==> config.mk <==
export PLATFORM = sky130hd
export DESIGN_NAME = mpg_sd_arbiter
export DESIGN_NICKNAME = d
export VERILOG_FILES = /design/src/rtl/mpg_sd_arbiter.sv
export SDC_FILE = /design/constraint.sdc
export NUM_CORES = 1
export LEC_CHECK = 0
export CAP_MARGIN = 20
export CORE_ASPECT_RATIO = 0.7
export CORE_UTILIZATION = 30
export CTS_CLUSTER_DIAMETER = 60
export DETAILED_ROUTE_END_ITERATION = 10
export GPL_ROUTABILITY_DRIVEN = 0
export SKIP_LAST_GASP = 1
export SLEW_MARGIN = 0
export SYNTH_ARGS = -nofsm -noshare
export SYNTH_HDL_FRONTEND = slang
export SYNTH_SLANG_ARGS = --single-unit
==> constraint.sdc <==
create_clock -name clk -period 2.4 [get_ports clk]
set_input_delay 0.6 -clock clk [delete_from_list [all_inputs] [get_ports clk]]
set_output_delay 0.6 -clock clk [all_outputs]
set_load 0.05 [all_outputs]
==> src/rtl/mpg_sd_arbiter.sv <==
// mpg_sd_arbiter: shares one hps_io sd block-read channel between
// the video (client 0) and audio (client 1) sector streamers.
module mpg_sd_arbiter #(
  parameter int                  TO_WIDTH    = 24,
  parameter logic [TO_WIDTH-1:0] REQ_TIMEOUT = 24'd16000000
) (
  input  logic        clk,
  input  logic        reset,
  input  logic [31:0] c0_lba,
  input  logic        c0_rd,
  output logic        c0_ack,
  output logic        c0_buff_wr,
  input  logic [31:0] c1_lba,
  input  logic        c1_rd,
  output logic        c1_ack,
  output logic        c1_buff_wr,
  output logic [31:0] sd_lba,
  output logic        sd_rd,
  input  logic        sd_ack,
  input  logic        sd_buff_wr,
  output logic        grant_id,
  output logic        busy,
  output logic        timeout_err,
  input  logic        err_clr
);

  typedef enum logic [1:0] {
    S_IDLE,
    S_REQ,
    S_XFER,
    S_GAP
  } state_t;

  localparam logic [TO_WIDTH-1:0] WD_LAST = REQ_TIMEOUT - 1'b1;

  state_t              state_q, state_d;
  logic [31:0]         sd_lba_q, sd_lba_d;
  logic                sd_rd_q, sd_rd_d;
  logic                grant_q, grant_d;
  logic                discard_q, discard_d;
  logic                last_q, last_d;
  logic [TO_WIDTH-1:0] wd_q, wd_d;
  logic                terr_q, terr_d;

  logic grant_rd;
  logic pick1;
  logic fwd;

  assign grant_rd = grant_q ? c1_rd : c0_rd;
  // Client 1 wins alone, or on a tie when client 0 was served last.
  assign pick1    = c1_rd & (~c0_rd | ~last_q);

  always_comb begin
    state_d   = state_q;
    sd_lba_d  = sd_lba_q;
    sd_rd_d   = sd_rd_q;
    grant_d   = grant_q;
    discard_d = discard_q;
    last_d    = last_q;
    wd_d      = wd_q;
    terr_d    = terr_q & ~err_clr;
    unique case (state_q)
      S_IDLE: begin
        if (!sd_ack && (c0_rd || c1_rd)) begin
          sd_lba_d  = pick1 ? c1_lba : c0_lba;
          sd_rd_d   = 1'b1;
          grant_d   = pick1;
          discard_d = 1'b0;
          wd_d      = '0;
          state_d   = S_REQ;
        end
      end
      S_REQ: begin
        if (!grant_rd) discard_d = 1'b1;
        if (sd_ack) begin
          sd_rd_d = 1'b0;
          state_d = S_XFER;
        end else if (wd_q == WD_LAST) begin
          sd_rd_d = 1'b0;
          terr_d  = 1'b1;
          last_d  = grant_q;
          state_d = S_IDLE;
        end else begin
          wd_d = wd_q + 1'b1;
        end
      end
      S_XFER: begin
        if (!sd_ack) begin
          last_d  = grant_q;
          state_d = S_GAP;
        end
      end
      S_GAP: state_d = S_IDLE;
      default: state_d = S_IDLE;
    endcase
  end

  always_ff @(posedge clk) begin
    if (reset) begin
      state_q   <= S_IDLE;
      sd_lba_q  <= '0;
      sd_rd_q   <= 1'b0;
      grant_q   <= 1'b0;
      discard_q <= 1'b0;
      last_q    <= 1'b1;
      wd_q      <= '0;
      terr_q    <= 1'b0;
    end else begin
      state_q   <= state_d;
      sd_lba_q  <= sd_lba_d;
      sd_rd_q   <= sd_rd_d;
      grant_q   <= grant_d;
      discard_q <= discard_d;
      last_q    <= last_d;
      wd_q      <= wd_d;
      terr_q    <= terr_d;
    end
  end

  assign fwd = (state_q == S_REQ || state_q == S_XFER) & ~discard_q;

  assign c0_ack      = sd_ack & fwd & ~grant_q;
  assign c1_ack      = sd_ack & fwd & grant_q;
  assign c0_buff_wr  = sd_buff_wr & fwd & ~grant_q;
  assign c1_buff_wr  = sd_buff_wr & fwd & grant_q;
  assign sd_lba      = sd_lba_q;
  assign sd_rd       = sd_rd_q;
  assign grant_id    = grant_q;
  assign busy        = (state_q != S_IDLE);
  assign timeout_err = terr_q;

endmodule

**Word-level counts from Yosys, hierarchy flattened**

Index checks and enable logic that the tools add are counted.

- $add $sub $neg: 1
- Multipliers: 0
- Div/mod/pow operators: 0
- Order comparisons: 0
- Equal/unequal tests: 11
- Shift-type cells: 0
- Muxes and demuxes: 25
- Bitwise logic cells: 15
- Reduce and logical (&&, ||, !) cells: 14

Operators with widths:

| kind | count |
|---|---|
| $mux 24 | 3 |
| $pmux 24 s2 | 1 |
| $mux 32 | 1 |
| $add 24x1->24 const B | 1 |
| $eq 24x24->1 const B | 1 |
| $mux 1 | 12 |
| $ne 2x2->1 const B | 6 |
| $and 1x1->1 | 9 |
| $reduce_and 3->1 | 3 |
| $mux 2 | 4 |
| $pmux 2 s4 | 1 |
| $reduce_and 4->1 | 2 |
| $pmux 1 s2 | 3 |
| $reduce_bool 2->1 | 3 |
| $not 1->1 | 5 |
| $eq 2x2->1 const B | 2 |
| $ne 3x3->1 const B | 1 |
| $eq 2x1->1 const B | 1 |
| $logic_not 2->1 | 1 |
| $logic_or 1x1->1 | 2 |
| $reduce_and 2->1 | 1 |
| $logic_and 1x1->1 | 1 |
| $logic_not 1->1 | 1 |
| $or 1x1->1 | 1 |

- Bits in registers: 63
- Latch bits: 0
- Bits in writable memories: 0
- Bits in read-only memories: 0
- Input port bits: 71
- Output and inout bits: 40
- Word-level logic and storage cells: 74
- Memories: 0

**Longest topological paths before layout**

Gate-level depths: netlist (run 1).

- Depth in word-level cells: 5
- Mapped depth: 8
- Depth with buffers taken out: 7

**Worst setup path after synthesis (run 1)**

No wires, ideal clock.

- Path type: in2out
- Start point: input sd_ack
- End point: output c1_ack
- Arrival: 2.160 ns
- Data required time: 1.800 ns
- Slack: -0.360 ns
- Cell stages on the path: 3
- Buffers on the path: 1
- Path through: clkbuf_1 nand2_1 nor3b_1

- Cells in the longest elaborated chain, start to end: 2

Ends and longest elaborated chain:

| what | line | RTL |
|---|---|---|
| from (decl) | 19 | `input logic sd_ack,` |
| $and 1x1->1 (2 in a row) | 123 | `assign c1_ack = sd_ack & fwd & grant_q;` |
| to (decl) | 15 | `output logic c1_ack,` |

No other way between the ends.

**Worst setup path in the final report (run 1)**

Ends and elaborated chain as after synthesis.

==> results of run 1 <==
## final cells by class
cell class | count | area, um^2
fill | 1009 | 5530
multi-input combinational | 281 | 1930
clock buffer | 12 | 267
inverter | 7 | 26.3
tap | 148 | 185
sequential | 63 | 1260
timing repair buffer | 128 | 1330
clock inverter | 3 | 17.5
## metrics by stage
| step | hold slack, ps | area (um^2) |
|---|---|---|
| floorplan | 425 | 3340 |
| global placement | 445 | 4730 |
| detailed placement | 463 | 4730 |
| CTS | 470 | 5020 |
| global route | 498 | 5020 |
| finish | 470 | 5020 |
## repair_timing
action,4_1_cts,5_1_grt
setup buffers,0,0
hold buffers,0,0
endpoints found under the setup margin,0,4
resized for setup,0,1
## power breakdown
group | total [W] | switching (W) | internal [W]
Clock | 0.00124 | 0.000465 | 0.000773
Sequential | 0.00115 | 0.0000361 | 0.00111
Combinational | 0.000862 | 0.000498 | 0.000364
## metal layers
layer  share of wire [%]  vias up  GRT usage [%]
met5                   0        -              0
met4                 1.9        0           6.18
met3                 6.6       13           5.65
met2                  43      103           23.5
met1                  49     1532           23.9
li1                    -     1654              -
## worst paths after layout
check	startpoint	end	slack, ps	cells past startpoint
worst min-delay path	wd_q[22]	wd_q[22]	470	1
worst max register to register	state_q[0]	wd_q[13]	210	9
worst min register to register	wd_q[22]	wd_q[22]	470	1
worst max-delay path	sd_ack	c1_ack	70	4
## kinds of logic after synthesis
logic type,synth area share (%)
adder cells (fa/ha/maj),1.51
flip-flops,38.0
AO/OA/AOI/OAI,23.1
buffers and inverters,4.83
multiplexers,10.3
AND/OR/NAND/NOR,22.3
## cells in the mapped netlist (7+ instances only)
master                     number
sky130_fd_sc_hd__inv_1          7
sky130_fd_sc_hd__clkbuf_1      14
sky130_fd_sc_hd__buf_2         11
sky130_fd_sc_hd__a21oi_1       16
sky130_fd_sc_hd__dfxtp_1       63
sky130_fd_sc_hd__nand2_1       23
sky130_fd_sc_hd__a311oi_1       9
sky130_fd_sc_hd__nand4_1       10
sky130_fd_sc_hd__a211oi_1      35
sky130_fd_sc_hd__nand3_1       13
sky130_fd_sc_hd__mux2i_1       34
sky130_fd_sc_hd__nand2b_1       7
sky130_fd_sc_hd__nor2_1        47
sky130_fd_sc_hd__o21ai_0       15
sky130_fd_sc_hd__a31oi_1        8
## worst max-delay path, delay by kind of cell
| family | cells | cell delay, ps |
|---|---|---|
| buffers and inverters | 2 | 740 |
| and+or+nand+nor | 2 | 380 |
## state kept, by name (all words and copies together) (netlist names), named ones only
name         cells
sd_lba          32
wd_q            24
discard_q        1
grant_id         1
last_q           1
sd_rd            1
state_q          1
timeout_err      1
==> metrics.log, run 1 <==
INFO  metric max_slew_headroom = 63.0%
INFO  metric area.growth.synth_to_final = 51.4%
INFO  metric tritoncts = yes
INFO  metric vias_per_cell = 5.14
INFO  metric final_common_cell = sky130_fd_sc_hd__clkdlybuf4s50_1
INFO  metric cell_breakdown_of_the_critical_path = clkdlybuf4s50_1 > nand2_1 > nor3b_2 > buf_12
INFO  metric post_route_cells_drive_above_1_share = 11.9%
INFO  metric ant_nets = 0
INFO  metric die-area = 0.0115 mm^2
INFO  metric hpwl = 6.97 mm
INFO  metric grt_setup_unrepaired = no
INFO  metric hold_violations = 0
INFO  metric synth_top_area_cell = sky130_fd_sc_hd__dfxtp_1
INFO  metric clockBufferDepth = 2
INFO  metric maxSlewViolCount = 0
INFO  metric cpMaxStageDelayCell = sky130_fd_sc_hd__clkdlybuf4s50_1
INFO  metric die_height = 90.0 um
INFO  metric htreeDepth = 3
INFO  metric grt.overflow.total = 0
INFO  metric nets = 565
INFO  metric core.rowCount = 31
INFO  metric numPlacedInstances = 627
INFO  metric outcome = finished clean
INFO  metric design.core.area = 0.0106 mm^2
INFO  metric cts.clk_slew.worst_paths = 50 ps
INFO  metric worst-endpoint-arrival = 1730 ps
INFO  metric worstSkewPairLatency = 330 ps
INFO  metric mappedNetlistNets = 456
INFO  metric grt_start_max_net_pins = 67
INFO  metric wirelength = 9.56 mm
INFO  metric synthDominantCellAreaShare = 38.0%
INFO  metric final-setup-viol-count = 0
INFO  metric wp_data_required = 1800 ps
INFO  metric grt_use_total = 16.9%
INFO  metric initial_utilization = 31.4%
INFO  metric number_of_synthesized_flops_with_an_enable_pin = 0
INFO  metric detail_route.drc_violations = 0
INFO  metric synth_ff_type = sky130_fd_sc_hd__dfxtp_1
INFO  metric die_width = 128 um
INFO  metric num_io_pins = 111
INFO  metric syn_area_per_cell = 8.70 um^2
INFO  metric post-place-ws = -107 ps
INFO  metric detail_route.iter0.violations = 141
INFO  metric mostFrequentLayoutCells = sky130_fd_sc_hd__clkdlybuf4s50_1, sky130_fd_sc_hd__dfxtp_1, sky130_fd_sc_hd__nor2_1
INFO  metric clockRootBuffer = sky130_fd_sc_hd__clkbuf_16
INFO  metric p_leak = 1.76 nW
INFO  metric async_flop_share = 0%
INFO  metric synth.ff_latch_count = 63
INFO  metric p_total = 0.00325 W
INFO  metric synth_top_cells_by_area = sky130_fd_sc_hd__dfxtp_1, sky130_fd_sc_hd__mux2i_1, sky130_fd_sc_hd__a211oi_1
INFO  metric insertedDiodeCount = 0
INFO  metric antenna_found_initial = 0
INFO  metric vdd_drop_max = 0.342 mV
INFO  metric io_buffers = 110
INFO  metric cp_max_fo = 5
INFO  metric min_period = 2330 ps
INFO  metric worst_setup_path_class = input pin to output port
INFO  metric yosys_warning_count = 0
INFO  metric detailroute.via_count = 3302
INFO  metric max_clock_freq = 429 MHz
INFO  metric global_route_wire_length_before_repair = 15.4 mm
INFO  metric worstSetupStartpointType = input pin
INFO  metric worstSetupEndpointType = output port
INFO  metric worstMarginPinSlew = 553 ps
INFO  metric synthCells = 381
INFO  metric totalNegativeSetupSlack = 0 ps
INFO  metric cts_sinks = 63
INFO  metric worst_hold_path_type = flip-flop to flip-flop
INFO  metric finalCoreUtilization = 47.6%
INFO  metric unique_cell_type_count_in_the_yosys_netlist = 53
INFO  metric layout.cells.non_filler = 642
INFO  metric post_drt_wl_per_cell = 14.9 um
INFO  metric detailedRoute.firstPassIterationCount = 4
INFO  metric worst_clock_skew = 6.37 ps
INFO  metric grt_pass1_vias = 3013
INFO  metric total_cts_buffers = 9
INFO  metric critical_path.max_stage_delay = 570 ps
INFO  metric timing.max_cap.violations = 0
INFO  metric power_per_cell_area = 647 mW/mm^2
INFO  metric worst_slack = 69.8 ps
INFO  metric syn_area = 0.00332 mm^2
INFO  metric ys_seq_area_share = 38.0%
INFO  metric fin_crit_sh = 97.1%
Power figures use the tool's default switching activity.
==> run 2, diff against run 1 <==
--- a/config.mk
+++ b/config.mk
@@ -10,7 +10,7 @@
 export CORE_UTILIZATION = 30
 export CTS_CLUSTER_DIAMETER = 60
 export DETAILED_ROUTE_END_ITERATION = 10
-export GPL_ROUTABILITY_DRIVEN = 0
+export PLACE_DENSITY_LB_ADDON = 0.25
 export SKIP_LAST_GASP = 1
 export SLEW_MARGIN = 0
 export SYNTH_ARGS = -nofsm -noshare
==> run 2 against run 1 <==
- clock-buffer cell count unchanged
- sequential share of layout area about the same
- first-iteration DRC count increased by 25%
- utilization decreased by 0.059 points
- fmax about the same
- largest cell class unchanged
- routed wire length decreased by 0.29%
==> metrics.log, run 2 (synthesized netlist as in run 1, its figures left out) <==
INFO  metric outcome = finished clean
INFO  metric wirelength = 9.53 mm
INFO  metric worst_setup_path_startpoint = sd_ack
INFO  metric min_delay_worst_endpoint = wd_q[23]
INFO  metric tritoncts = yes
INFO  metric final_area = 0.00501 mm^2
INFO  metric grt_start_max_net_pins = 66
INFO  metric vias_per_cell = 5.19
INFO  metric final-setup-viol-count = 0
INFO  metric ctsResizeCount = 0
INFO  metric design.core.area = 0.0106 mm^2
INFO  metric maxSlewViolCount = 0
INFO  metric clockBufferDepth = 2
INFO  metric cpMaxStageDelayCell = sky130_fd_sc_hd__clkdlybuf4s50_1
INFO  metric worstSkewPairLatency = 330 ps
INFO  metric mostFrequentLayoutCells = sky130_fd_sc_hd__clkdlybuf4s50_1, sky130_fd_sc_hd__dfxtp_1, sky130_fd_sc_hd__nor2_1
INFO  metric io_buffers = 110
INFO  metric finalCoreUtilization = 47.5%
INFO  metric cts_sinks = 63
INFO  metric worstSetupEndpointType = output port
INFO  metric grt.overflow.total = 0
INFO  metric reg2reg_slack = 190 ps
INFO  metric hpwl = 7.01 mm
INFO  metric largest_register_ff_count = 32
INFO  metric vdd_drop_max = 0.352 mV
INFO  metric worst_hold_path_type = flip-flop to flip-flop
INFO  metric area.growth.synth_to_final = 51.2%
INFO  metric post_cts_hold_buffer_count = 0
INFO  metric worstMarginPinSlew = 619 ps
INFO  metric post_dp_cell_area = 0.00471 mm^2
INFO  metric postCtsSetupRepairBufs = 0
INFO  metric max_slew_headroom = 58.3%
INFO  metric detail_route.drc_violations = 0
INFO  metric htreeDepth = 3
INFO  metric clockRootBuffer = sky130_fd_sc_hd__clkbuf_16
INFO  metric worstSetupStartpointType = input pin
INFO  metric cts.clk_slew.worst_paths = 50 ps
INFO  metric detailedRoute.firstPassIterationCount = 5
INFO  metric insertedDiodeCount = 0
INFO  metric min_from = wd_q[23]
INFO  metric timing.max_cap.violations = 0
INFO  metric worst_clock_skew = 5.75 ps
INFO  metric min_period = 2330 ps
INFO  metric max_clock_freq = 429 MHz
INFO  metric post_route_cells_drive_above_1_share = 11.4%
INFO  metric die_height = 90.0 um
INFO  metric detail_route.iter0.violations = 176
INFO  metric final_common_cell = sky130_fd_sc_hd__clkdlybuf4s50_1
INFO  metric grt_use_total = 17.1%
INFO  metric total_cts_buffers = 9
INFO  metric nets = 564
INFO  metric cp_max_fo = 4
INFO  metric num_io_pins = 111
INFO  metric worst-endpoint-arrival = 1730 ps
INFO  metric global_route_wire_length_before_repair = 15.8 mm
INFO  metric place_congestion = 0.848
INFO  metric critical_path.max_stage_delay = 570 ps
INFO  metric worst_r2r_startpoint = state_q[0]
INFO  metric grt_pass1_vias = 3117
INFO  metric antenna_found_initial = 0
INFO  metric worst_r2r_path_depth = 9
INFO  metric worst_setup_path_class = input pin to output port
INFO  metric die-area = 0.0115 mm^2
INFO  metric initial_utilization = 31.4%
INFO  metric die_width = 128 um
INFO  metric wp_data_required = 1800 ps
INFO  metric core.rowCount = 31
INFO  metric hold_violations = 0
INFO  metric p_leak = 1.75 nW
INFO  metric grt_setup_unrepaired = no
INFO  metric worst_r2r_endpoint = wd_q[1]
INFO  metric detailroute.via_count = 3327
INFO  metric power_per_cell_area = 661 mW/mm^2
INFO  metric cell_breakdown_of_the_critical_path = clkdlybuf4s50_1 > nand2_1 > nor3b_2 > buf_12
INFO  metric post_drt_wl_per_cell = 14.9 um
INFO  metric whs_path_depth = 1
INFO  metric ant_nets = 0
INFO  metric fin_crit_sh = 97.1%
-- run 2: per-layer routing --
| metal | wire, um | GRT usage (%) | up-vias |
|---|---|---|---|
| met5 | 0 | 0 | - |
| met4 | 105 | 5.59 | 0 |
| met3 | 669 | 4.64 | 12 |
| met2 | 4090 | 24.8 | 121 |
| met1 | 4670 | 24.3 | 1536 |
| li1 | - | - | 1658 |
-- run 2: critical path, delay by kind of cell --
| kind | cells | cell delay, ps |
|---|---|---|
| simple gates | 2 | 390 |
| buf+inv | 2 | 740 |
-- run 2: through the flow --
step,setup WS (ps),TNS (ps),total power [W],hold WS [ps],cells
after floorplan,93.5,0,0.00167,425,381
after global placement,56.9,0,0.00202,443,626
after detailed placement,-10.2,-10.2,0.00203,458,626
after CTS,71.7,0,0.00335,469,641
after global routing,38.7,0,0.00346,492,641
final,69.7,0,0.00331,476,641
-- run 2: power by group --
group	switching (W)	internal [W]	total, W	leakage [nW]
logic	0.000498	0.000360	0.000858	1.09
clock network	0.000453	0.000852	0.00130	0.145
registers	0.0000387	0.00111	0.00115	0.515
total	0.000989	0.00232	0.00331	1.75
-- run 2: area by class of cell --
class | count | area, um^2
clock buffer | 12 | 256
sequential | 63 | 1260
clock inverter | 3 | 42.5
tap | 148 | 185
inverter | 7 | 26.3
timing repair buffer | 127 | 1310
fill | 1013 | 5540
multi-input combinational | 281 | 1930
-- run 2: worst max path at each step --
stage,endpoint,cells past startpoint,slack (ps)
final,c1_ack,4,70
after global routing,c1_ack,4,40
after CTS,grant_id,1,70
after detailed placement,wd_q[1],8,-10
after global placement,wd_q[1],8,60
after floorplan,c1_ack,3,90
==> run 3, diff against run 2 <==
--- a/config.mk
+++ b/config.mk
@@ -7,8 +7,9 @@
 export LEC_CHECK = 0
 export CAP_MARGIN = 20
 export CORE_ASPECT_RATIO = 0.7
-export CORE_UTILIZATION = 30
+export CORE_UTILIZATION = 46
 export CTS_CLUSTER_DIAMETER = 60
+export CTS_CLUSTER_SIZE = 20
 export DETAILED_ROUTE_END_ITERATION = 10
 export PLACE_DENSITY_LB_ADDON = 0.25
 export SKIP_LAST_GASP = 1
==> run 3 against run 2 <==
- register-to-register slack improved by 60 ps
- non-clock buffer count decreased by 6
- die area decreased by 34%
- critical path depth increased by 1
- largest cell class unchanged
==> metrics.log, run 3 (synthesized netlist as in run 1, its figures left out) <==
INFO  metric worstSkewPairLatency = 340 ps
INFO  metric cts_sinks = 63
INFO  metric global_route_wire_length_before_repair = 14.8 mm
INFO  metric totalNegativeSetupSlack = 0 ps
INFO  metric die_width = 103 um
INFO  metric io_buffers = 110
INFO  metric ant_nets = 0
INFO  metric cp_max_fo = 6
INFO  metric power_per_cell_area = 584 mW/mm^2
INFO  metric grt_use_total = 25.5%
INFO  metric post-place-ws = -42.1 ps
INFO  metric timing.hold.ws = 467 ps
INFO  metric clockBufferDepth = 2
INFO  metric fin_crit_sh = 92.7%
INFO  metric largest_register_ff_count = 32
INFO  metric num_io_pins = 111
INFO  metric total_cts_buffers = 9
INFO  metric place_congestion = 0.871
INFO  metric worstSetupStartpointType = flip-flop
INFO  metric detailedRoute.firstPassIterationCount = 5
INFO  metric final_common_cell = sky130_fd_sc_hd__clkdlybuf4s50_1
INFO  metric grt_start_max_net_pins = 67
INFO  metric post_route_cells_drive_above_1_share = 10.7%
INFO  metric hpwl = 6.70 mm
INFO  metric clock_power_share = 28.4%
INFO  metric ctsResizeCount = 0
INFO  metric worst_slack = 175 ps
INFO  metric worst-endpoint-arrival = 1630 ps
INFO  metric maxSlewViolCount = 0
INFO  metric share_seq_of_total_power = 41.2%
INFO  metric worst_clock_skew = 8.40 ps
INFO  metric antenna_found_initial = 0
INFO  metric outcome = finished clean
INFO  metric grt_setup_unrepaired = no
INFO  metric power.net_switching = 0.000959 W
INFO  metric die_height = 73.0 um
INFO  metric worstMarginPinSlew = 662 ps
INFO  metric post_cts_hold_buffer_count = 0
INFO  metric htreeDepth = 3
INFO  metric design.core.area = 0.00685 mm^2
INFO  metric numPlacedInstances = 566
INFO  metric wp_data_required = 1800 ps
INFO  metric postCtsSetupRepairBufs = 0
INFO  metric final-setup-viol-count = 0
INFO  metric worst_hold_path_type = flip-flop to flip-flop
INFO  metric worst_r2r_path_depth = 6
INFO  metric vdd_drop_max = 0.281 mV
INFO  metric n_fill_cell = 555
INFO  metric vias_per_cell = 5.77
INFO  metric max_slew_headroom = 55.4%
INFO  metric grt_pass1_vias = 3119
INFO  metric internal_power = 0.00182 W
INFO  metric max_clock_freq = 449 MHz
INFO  metric clockRootBuffer = sky130_fd_sc_hd__clkbuf_8
INFO  metric insertedDiodeCount = 0
INFO  metric mostFrequentLayoutCells = sky130_fd_sc_hd__clkdlybuf4s50_1, sky130_fd_sc_hd__dfxtp_1, sky130_fd_sc_hd__nor2_1
INFO  metric ff_latch_area = 0.00126 mm^2
INFO  metric pwr-share-comb = 30.4%
INFO  metric detailroute.via_count = 3352
INFO  metric worst_setup_path_class = flip-flop to output port
INFO  metric area.growth.synth_to_final = 43.7%
INFO  metric cts.clk_slew.worst_paths = 70 ps
INFO  metric nets = 558
INFO  metric wirelength = 9.22 mm
INFO  metric power_switching_share = 34.5%
INFO  metric final_area = 0.00477 mm^2
INFO  metric detail_route.drc_violations = 0
INFO  metric tritoncts = yes
INFO  metric die-area = 0.00756 mm^2
INFO  metric whs_path_depth = 1
INFO  metric detail_route.iter0.violations = 317
INFO  metric post_dp_cell_area = 0.00460 mm^2
INFO  metric multiInputGateArea = 0.00193 mm^2
INFO  metric layout.cells.non_filler = 581
INFO  metric hold_violations = 0
INFO  metric timing.max_cap.violations = 0
INFO  metric initial_utilization = 48.4%
INFO  metric post_drt_wl_per_cell = 15.9 um
INFO  metric min_period = 2230 ps
INFO  metric worstSetupEndpointType = output port
INFO  metric p_leak = 1.66 nW
INFO  metric grt.overflow.total = 0
INFO  metric core.rowCount = 25
[run 3: changes by cell type in the layout (fill, tap and decap cells not counted)]
cell,change
sky130_fd_sc_hd__clkinv_2,+2
sky130_fd_sc_hd__dfxtp_2,+1
sky130_fd_sc_hd__dfxtp_1,-1
sky130_fd_sc_hd__clkinv_4,+1
sky130_fd_sc_hd__clkbuf_16,-9
sky130_fd_sc_hd__clkinvlp_4,+1
sky130_fd_sc_hd__clkbuf_8,+7
sky130_fd_sc_hd__clkbuf_1,-1
sky130_fd_sc_hd__buf_4,-6
sky130_fd_sc_hd__bufinv_16,-1
[run 3: final timing paths]
path	from	to	slack (ps)
min reg2reg	wd_q[22]	wd_q[22]	470
max reg2reg	wd_q[1]	wd_q[5]	250
min	wd_q[22]	wd_q[22]	470
max	state_q[0]	c1_ack	170
[run 3: area by class of cell]
| type | count | share of cell area [%] |
|---|---|---|
| clock buffers | 9 | 2.60 |
| well taps | 94 | 2.47 |
| flip-flops and latches | 63 | 26.5 |
| multi-input cells | 281 | 40.5 |
| clock inverters | 6 | 0.814 |
| inverters | 7 | 0.551 |
| repair buffers | 121 | 26.6 |
[run 3: stage by stage]
step | utilization, % | total power, W
after floorplan | - | 0.00167
after global placement | 67.2 | 0.00200
after detailed placement | 67.2 | 0.00201
after CTS | 69.6 | 0.00280
after global routing | 69.6 | 0.00292
final | 69.6 | 0.00278
[run 3: layer usage]
metal  part of all wire (%)  vias up  GRT usage [%]
met4                    1.5        0           6.42
met5                      0        -              0
li1                       -     1645              -
met2                     47      146           39.2
met3                    8.2       17           9.48
met1                     43     1544           33.7
[run 3: critical path: stages, from the launching register on]
cell and delay [ps]:
sky130_fd_sc_hd__dfxtp_2 370, sky130_fd_sc_hd__inv_1 70, sky130_fd_sc_hd__ha_1 310, sky130_fd_sc_hd__nand2_1 100, sky130_fd_sc_hd__nor3b_2 260, sky130_fd_sc_hd__buf_12 170
[run 3: power by group through the flow]
stage	clock network, W	logic (W)	registers [W]
2_1_floorplan	0	0.000295	0.00137
3_3_place_gp	0	0.000829	0.00117
3_5_place_dp	0	0.000844	0.00117
4_1_cts	0.000802	0.000848	0.00115
5_1_grt	0.000862	0.000899	0.00116
6_report	0.000790	0.000846	0.00115
